File: src/rtl/reg_bank_reader.sv
// Burst reader for a flattened register bank.
// A request (start address + length) is accepted in IDLE. The reader then streams
// consecutive registers out on a valid/ready port, one beat per cycle. Each beat is
// a registered snapshot of the bank, so it stays stable while the consumer stalls.
// Addresses wrap from NUM_REGS-1 back to 0. A start address outside the bank is
// remapped to 0.
module reg_bank_reader #(
    parameter int NUM_REGS = 8,
    parameter int DATA_W   = 8,
    parameter int ADDR_W   = 3,
    parameter int LEN_W    = 3
) (
    input  logic                         clk_i,
    input  logic                         clr_n_i,
    input  logic [NUM_REGS*DATA_W-1:0]   bank_i,
    input  logic                         req_valid_i,
    output logic                         req_ready_o,
    input  logic [ADDR_W-1:0]            req_addr_i,
    input  logic [LEN_W-1:0]             req_len_i,
    output logic                         rd_valid_o,
    input  logic                         rd_ready_i,
    output logic [DATA_W-1:0]            rd_data_o,
    output logic [ADDR_W-1:0]            rd_addr_o,
    output logic                         rd_last_o,
    output logic                         busy_o
);

    localparam logic [ADDR_W-1:0] LAST_ADDR = ADDR_W'(NUM_REGS - 1);

    typedef enum logic {
        IDLE  = 1'b0,
        BURST = 1'b1
    } state_t;

    state_t              state_q;
    logic [LEN_W-1:0]    remaining_q;
    logic [DATA_W-1:0]   rd_data_q;
    logic [ADDR_W-1:0]   rd_addr_q;
    logic                rd_valid_q;
    logic                rd_last_q;

    // Per-register view of the flattened bank so it can be indexed by address.
    logic [DATA_W-1:0]   bank_words [NUM_REGS];

    generate
        for (genvar gi = 0; gi < NUM_REGS; gi++) begin : g_unpack
            assign bank_words[gi] = bank_i[gi*DATA_W +: DATA_W];
        end
    endgenerate

    logic [ADDR_W-1:0]   start_addr_d;
    logic [ADDR_W-1:0]   next_addr_d;

    // An out-of-range start address reads from register 0.
    assign start_addr_d = (req_addr_i > LAST_ADDR) ? '0 : req_addr_i;
    // The address after the current beat wraps around the end of the bank.
    assign next_addr_d  = (rd_addr_q == LAST_ADDR) ? '0 : rd_addr_q + ADDR_W'(1);

    assign req_ready_o = (state_q == IDLE);
    assign busy_o      = (state_q == BURST);
    assign rd_valid_o  = rd_valid_q;
    assign rd_data_o   = rd_data_q;
    assign rd_addr_o   = rd_addr_q;
    assign rd_last_o   = rd_last_q;

    // Burst sequencer: accept a request, then advance one register per consumed beat.
    always_ff @(posedge clk_i or negedge clr_n_i) begin
        if (!clr_n_i) begin
            state_q     <= IDLE;
            remaining_q <= '0;
            rd_data_q   <= '0;
            rd_addr_q   <= '0;
            rd_valid_q  <= 1'b0;
            rd_last_q   <= 1'b0;
        end else begin
            case (state_q)
                IDLE: begin
                    if (req_valid_i && req_ready_o) begin
                        rd_data_q   <= bank_words[start_addr_d];
                        rd_addr_q   <= start_addr_d;
                        rd_valid_q  <= 1'b1;
                        rd_last_q   <= (req_len_i == '0);
                        remaining_q <= req_len_i;
                        state_q     <= BURST;
                    end
                end
                BURST: begin
                    // A stalled beat holds its snapshot; nothing changes until it is taken.
                    if (rd_valid_q && rd_ready_i) begin
                        if (rd_last_q) begin
                            rd_valid_q <= 1'b0;
                            rd_last_q  <= 1'b0;
                            state_q    <= IDLE;
                        end else begin
                            rd_addr_q   <= next_addr_d;
                            rd_data_q   <= bank_words[next_addr_d];
                            remaining_q <= remaining_q - LEN_W'(1);
                            rd_last_q   <= (remaining_q == LEN_W'(1));
                        end
                    end
                end
                default: begin
                    state_q <= IDLE;
                end
            endcase
        end
    end

endmodule

File: config.mk
export PLATFORM = sky130hd
export DESIGN_NAME = reg_bank_reader
export DESIGN_NICKNAME = d
export VERILOG_FILES = /design/src/rtl/reg_bank_reader.sv
export SDC_FILE = /design/constraint.sdc
export NUM_CORES = 1
export LEC_CHECK = 0
export ABC_CLOCK_PERIOD_IN_PS = 6500
export BUFFER_PORTS_ARGS = -buffer_cell sky130_fd_sc_hd__buf_2
export CAP_MARGIN = 20
export CORE_MARGIN = 1.5
export CORE_UTILIZATION = 40
export CTS_BUF_LIST = sky130_fd_sc_hd__clkbuf_8
export CTS_CLUSTER_DIAMETER = 200
export DETAILED_ROUTE_END_ITERATION = 7
export GPL_ROUTABILITY_DRIVEN = 1
export HOLD_SLACK_MARGIN = 0.03
export PLACE_DENSITY = 0.76
export REMOVE_ABC_BUFFERS = 1
export SYNTH_ARGS = -nofsm -noshare
export SYNTH_HDL_FRONTEND = slang
export SYNTH_SLANG_ARGS = --single-unit
export TNS_END_PERCENT = 10
File: constraint.sdc
create_clock -name clk_i -period 6.5 [get_ports clk_i]
set_clock_uncertainty 0.15 [all_clocks]
set_input_delay 0.65 -clock clk_i [delete_from_list [all_inputs] [get_ports clk_i]]
set_output_delay 0.65 -clock clk_i [all_outputs]
set_load 0.1 [all_outputs]
==> metrics.txt, run 1 <==
clk sinks=17; final worst setup slack=4.02 ns; worst-case clock buffer depth=2; Initial Util=42.5%; ANT cells=0; GR Util All Layers=21.5%; final slew viol count=0; gr ovfl total=0; Area after DPL=2310 sq um; Setup crit end kind=flop; Reg area=425 sq um; crit path DAT=2.50 ns; initial antenna violation count=0; Critical Path RT=6.53 ns; worst-margin pin slew=0.968 ns; EDFF count, synth=0; P&R area growth vs syn=25.3%; area of the multi-input gates=1360 sq um; Top Usage Layer GRT=met2; # setup viols final=0; hold buffers post-CTS=0; slowest stage delay, CP=0.97 ns; Clk pin slew, worst setup/hold paths=0.07 ns; Peak VDD IR=0.513 mV; WS Path Type=reg -> reg; max_cap viols=0; die width=71.7 microns; Pwr Density=548 nW/um^2; Hold Slack=0.170 ns; drt drc=8; Wirelength per Cell=16.6 microns; Vert. Die Dim=71.7 microns; post-CTS resize count=0; Core ar.=4440 sq um; CTS H-tree depth=1; Post-Synthesis Cell Area=1890 sq um; fin util=53.2%; final cell count without fillers=340; worst rel slew slack=35.5%; cell count after synthesis=210; Leakage=1.20 nW; num rows=24; Seq/Total Area, Yosys=22.5%; Ys Warns=0; Yosys reg bits=17; Finished Cell Area=2370 sq um; CTS tree=done; worst-path cell chain=ha_1, nand3_1, o221a_2, a21oi_1; hold crit path type=in -> async; Layout Nets=367; most frequent cells in the layout=buf_2, mux2i_1, o22ai_1, dfrtp_1, nor2_1; post-synth cell types=34; most common cell after layout, fill and taps aside=buf_2; M1 GR Usage=28.1%; DPL Wire Length=4190 microns; Pwr Total=1.30 mW; vias in the first global route=1982; Inst Count DP=335; global-route wire length before repair=8980 microns; GR Util met3=4.92%; CTS Buf Count=3; TNS Setup=0 ns; dpl ws=3.67 ns; Initial DRC Count=118; global-route met2 utilization=37.2%; status=finished, violations left; mean post-synth cell area=8.99 sq um; Post-CTS Setup Inserts=0; I/O pin cnt=89; Port Buffers=88; clock root cell=clkbuf_8; routed vias/inst=5.95; min Tclk post-route=2.48 ns; CP max FO=20; share of flip-flops with an asynchronous set or reset=100%; worst skew pair latency=0.25 ns; Final Hold Violating Endpoints=0; detailed-route via count=2022; largest net degree at the start of global routing=34; critical path's slowest cell=ha_1; Startpoint Class=flop; 1st-pass router iterations=6; prevailing post-synth register cell=dfrtp_1; # fillers=421; GPL Wtd Cong=0.821; failing checks=DRC; Antenna Nets Post-Route=0; DRT Wirelength=5660 microns; fin crit share=38.1%; Die Area=5140 sq um; RSZ-0062 raised after global routing=no; Max Freq=0.404 GHz; proportion of layout cells with a drive suffix above 1=37.2%
## cells in the mapped netlist, types with 3 or more instances
master,n,area (sq um)
mux2i_1,58,581
o22ai_1,19,119
dfrtp_1,17,425
nor2_1,14,52.6
a21oi_1,12,60.1
nand2_1,10,37.5
nor3_1,9,45.0
o21ai_0,7,35.0
buf_2,6,30.0
mux2_2,6,67.6
buf_4,5,37.5
a221oi_1,4,35.0
ha_1,4,50.1
o221a_2,4,45.0
o32a_1,4,40.0
clkbuf_1,3,11.3
inv_1,3,11.3
o211ai_1,3,22.5
## flip-flops by register name, summed over array words and instances, names as in the netlist
register and count:
rd_data_o 8, rd_addr_o 3, remaining_q 3, busy_o 1, rd_last_o 1, rd_valid_o 1
## cell type report
cell class | count | area share, %
multi-input combinational | 175 | 57.6
timing repair buffer | 89 | 19.2
sequential | 17 | 18.0
tap | 52 | 2.75
clock buffer | 3 | 1.75
inverter | 3 | 0.476
clock inverter | 1 | 0.159
## layer usage
layer | up-vias | routed length, microns
met5 | - | 0
li1 | 977 | -
met1 | 967 | 2460
met2 | 76 | 2710
met4 | 0 | 10
met3 | 2 | 477
## cell families after synthesis
kind of cell | after synthesis | synth area share (%)
buffers and inverters | 18 | 5.37
multiplexers | 66 | 35.5
AND/OR/NAND/NOR | 48 | 13.2
adder cells (fa/ha/maj) | 4 | 2.65
flip-flops | 17 | 22.5
AO/OA/AOI/OAI | 57 | 20.7
## report_power, final
| group | switching, mW | leakage [nW] | internal (mW) |
|---|---|---|---|
| Combinational | 0.678 | 0.975 | 0.324 |
| Clock | 0.0373 | 0.0269 | 0.0419 |
| Sequential | 0.0570 | 0.198 | 0.158 |
## worst max-delay path, delay by kind of cell, from the launching register on
| family | cells | cell delay (ns) |
|---|---|---|
| adders and majority gates | 1 | 0.97 |
| AOI/OAI and AO/OA | 2 | 0.49 |
| DFF | 1 | 0.46 |
| and+or+nand+nor | 1 | 0.32 |
## path summary, 6_finish.rpt
check	to	startpoint	depth (start not counted)	slack [ns]
min in group clk_i	rd_addr_o[2]$_DFFE_PN0P_	rd_addr_o[2]$_DFFE_PN0P_	2	0.38
max in group asynchronous	rd_addr_o[2]$_DFFE_PN0P_	clr_n_i	1	5.74
setup reg to reg	rd_data_o[0]$_DFFE_PN0P_	rd_addr_o[0]$_DFFE_PN0P_	4	4.02
setup / recovery	rd_data_o[0]$_DFFE_PN0P_	rd_addr_o[0]$_DFFE_PN0P_	4	4.02
hold reg to reg	rd_addr_o[2]$_DFFE_PN0P_	rd_addr_o[2]$_DFFE_PN0P_	2	0.38
hold / removal	rd_data_o[6]$_DFFE_PN0P_	clr_n_i	1	0.17
Power figures use the tool's default switching activity.
==> run 2: changes to the inputs <==
--- a/config.mk
+++ b/config.mk
@@ -5,7 +5,8 @@
 export SDC_FILE = /design/constraint.sdc
 export NUM_CORES = 1
 export LEC_CHECK = 0
-export ABC_CLOCK_PERIOD_IN_PS = 6500
+export ABC_AREA = 1
+export ABC_CLOCK_PERIOD_IN_PS = 2000
 export BUFFER_PORTS_ARGS = -buffer_cell sky130_fd_sc_hd__buf_2
 export CAP_MARGIN = 20
 export CORE_MARGIN = 1.5
==> constraint.sdc (replaced) <==
create_clock -name clk_i -period 2 [get_ports clk_i]
set_clock_uncertainty 0.15 [all_clocks]
set_input_delay 0.2 -clock clk_i [delete_from_list [all_inputs] [get_ports clk_i]]
set_output_delay 0.2 -clock clk_i [all_outputs]
set_load 0.1 [all_outputs]
==> run 2 against run 1 <==
The flow now finishes without violations. Die area up 21%. Synthesized cell count grew 120%. Combinational power rose to 3.7 times the previous value. First-iteration DRC count increased by 64%. Power rose to 3.5 times the previous value. Largest power group unchanged.
==> metrics.txt, run 2 <==
mean post-synth cell area=5.02 sq um (was 8.99 sq um); Core ar.=5540 sq um (was 4440 sq um); fin crit share=94.2%; clk sinks=17 (unchanged); worst-case clock buffer depth=2 (unchanged); gr ovfl total=0 (unchanged); worst rel slew slack=53.3% (was 35.5%); Clk pin slew, worst setup/hold paths=0.07 ns (about the same); 1st-pass router iterations=4 (was 6); Layout Nets=628 (was 367); I/O pin cnt=89 (unchanged); GPL Wtd Cong=0.854 (was 0.821); Wirelength per Cell=11.4 microns (was 16.6 microns); Max Freq=0.531 GHz; Port Buffers=88 (unchanged); min Tclk post-route=1.88 ns; Vert. Die Dim=79.0 microns (was 71.7 microns); DPL Wire Length=5250 microns (was 4190 microns); # setup viols final=0 (unchanged); Yosys reg bits=17 (unchanged); status=finished clean (was finished, violations left); critical path's slowest cell=buf_2 (was ha_1); Post-Synthesis Cell Area=2310 sq um (was 1890 sq um); CTS H-tree depth=1 (unchanged); fin util=52.8% (was 53.2%); GR Util All Layers=22.5% (was 21.5%); largest net degree at the start of global routing=24 (was 34); hold path start=req_valid_i; worst path bufs/invs=3 (was 0); Initial DRC Count=193 (was 118); r2r startpoint=rd_addr_o[1]$_DFFE_PN0P_ (was rd_addr_o[0]$_DFFE_PN0P_); family with the most delay on the worst path=buffers and inverters (was adder cells); Startpoint Class=flop (unchanged); Antenna Nets Post-Route=0 (unchanged); Seq/Total Area, Yosys=18.4% (was 22.5%); most frequent cell after synthesis=nand2_1 (was mux2i_1); most common cell after layout, fill and taps aside=nand2_1 (was buf_2); CTS Buf Count=3 (unchanged); Hold Slack=0.0613 ns (was 0.170 ns); Pwr Density=1560 nW/um^2 (was 548 nW/um^2); prevailing post-synth register cell=dfrtp_1 (unchanged); cell count after synthesis=460 (was 210); Finished Cell Area=2920 sq um (was 2370 sq um); most frequent cells in the layout=nand2_1, buf_2, inv_1, nand3_1, nor2_1 (was buf_2, mux2i_1, o22ai_1, dfrtp_1, nor2_1); DRT Wirelength=7090 microns (was 5660 microns); drt drc=0 (was 8); Leakage=1.88 nW (was 1.20 nW); global-route wire length before repair=11400 microns (was 8980 microns); CP max FO=13 (was 20); Post-CTS Setup Inserts=0 (unchanged); Inst Count DP=616 (was 335); post-synth cell types=22 (was 34); clock root cell=clkbuf_8 (unchanged); routed vias/inst=4.76 (was 5.95); crit path DAT=1.53 ns (was 2.50 ns); final cell count without fillers=621 (was 340); Yosys top cell area share=32.5% (was 30.7%); ANT cells=0 (unchanged); Critical Path RT=1.65 ns (was 6.53 ns); CTS tree=done (unchanged); worst-path cell chain=buf_4, inv_1, buf_2 (was ha_1, nand3_1, o221a_2, a21oi_1); max FFs per register=8 (unchanged); worst skew pair latency=0.26 ns (was 0.25 ns); Final Hold Violating Endpoints=0 (unchanged); WS Path Type=reg -> out (was reg -> reg); Setup crit end kind=primary output (was flop); Peak VDD IR=0.742 mV (was 0.513 mV); worst-margin pin slew=0.698 ns (was 0.968 ns); RSZ-0062 raised after global routing=no (unchanged); hold crit path type=in -> reg (was in -> async); num rows=27 (was 24); vias in the first global route=2657 (was 1982); die width=79.0 microns (was 71.7 microns); max_cap viols=0 (unchanged); top cells by area, synth=nand2_1, dfrtp_1, nand3_1 (was mux2i_1, dfrtp_1, o22ai_1); slowest stage delay, CP=0.47 ns (was 0.97 ns); P&R area growth vs syn=26.7% (was 25.3%); share of flip-flops with an asynchronous set or reset=100% (unchanged); commonest cells in the netlist=nand2_1, inv_1, nand3_1, nor2_1, dfrtp_1 (was mux2i_1, o22ai_1, dfrtp_1, nor2_1, a21oi_1); Die Area=6240 sq um (was 5140 sq um); Initial Util=41.7% (was 42.5%); initial antenna violation count=0 (unchanged); detailed-route via count=2956 (was 2022); Yosys top cell by area=nand2_1 (was mux2i_1); proportion of layout cells with a drive suffix above 1=22.4% (was 37.2%); Critical Path Start=busy_o$_DFF_PN0_ (was rd_addr_o[0]$_DFFE_PN0P_); Ys Warns=0 (unchanged); EDFF count, synth=0 (unchanged); Area after DPL=2860 sq um (was 2310 sq um); final slew viol count=0 (unchanged)
## run 2: cell count changes after synthesis, sizes merged, moves of 12 or more
| cell | previous run | this run |
|---|---|---|
| inv | 3 | 83 |
| mux2i | 58 | 0 |
| nand2 | 10 | 201 |
| nand3 | 2 | 81 |
| nor2 | 14 | 26 |
| o22ai | 20 | 0 |
## run 2: what timing repair did
action,CTS,global route
hold buffers,1,0
endpoints found under the setup margin,0,5
hold endpoints to repair,17,0
resized for setup,0,1
## run 2: worst paths after layout
path / to / slack (ns) / cells past startpoint
worst max-delay path: req_ready_o / 0.12 / 3
worst min-delay path: busy_o$_DFF_PN0_ / 0.06 / 3
worst max register to register: rd_data_o[5]$_DFFE_PN0P_ / 0.16 / 11
worst min register to register: rd_addr_o[1]$_DFFE_PN0P_ / 0.38 / 2
max in group asynchronous: rd_data_o[4]$_DFFE_PN0P_ / 1.14 / 2
min in group asynchronous: rd_valid_o$_DFFE_PN0P_ / 0.26 / 2
## run 2: layout make-up
| type | count | area, sq um |
|---|---|---|
| fillers | 598 | 2620 |
| clock buffers | 3 | 41.3 |
| flip-flops and latches | 17 | 425 |
| well taps | 72 | 90.1 |
| repair buffers | 107 | 589 |
| clock inverters | 1 | 5.00 |
| multi-input cells | 336 | 1450 |
| inverters | 85 | 319 |
## run 2: worst register-to-register path, cell delays in order (launching register included)
cell and delay (ns):
dfrtp_1 0.40, ha_1 0.19, ha_1 0.20, nor2_2 0.13
buf_4 0.20, nand2_1 0.07, nand3_1 0.09, nand2_1 0.05
nand2_1 0.08, nand2_1 0.05, nor2_1 0.09, nor2_1 0.04
## run 2: where the power goes
part	leakage (nW)	switching, mW	internal [mW]	total [mW]
Combinational	1.65	2.59	1.10	3.69
Clock	0.0255	0.131	0.139	0.270
Sequential	0.197	0.0979	0.516	0.613
## run 2: cell families after synthesis
kind of cell    after synthesis  synth area share (%)
compound gates               14                  3.41
simple gates                318                  57.3
buf+inv                     107                  18.7
fa+ha+maj                     4                  2.17
flops                        17                  18.4
## run 2: routing by layer
metal / global-route usage (%) / up-vias / wire length (microns)
li1: - / 1559 / -
met5: 0 / - / 0
met1: 28.6 / 1273 / 3030
met4: 7.72 / 0 / 120
met2: 40.3 / 113 / 3420
met3: 1.38 / 11 / 515
## run 2: stage by stage
step	TNS [ns]	worst slack, ns	power, mW
6_report	0	0.116	4.57
3_5_place_dp	0	0.129	4.29
2_1_floorplan	-11.66	-1.05	3.34
4_1_cts	0	0.107	4.57
5_1_grt	0	0.0247	4.98
3_3_place_gp	0	0.209	4.22
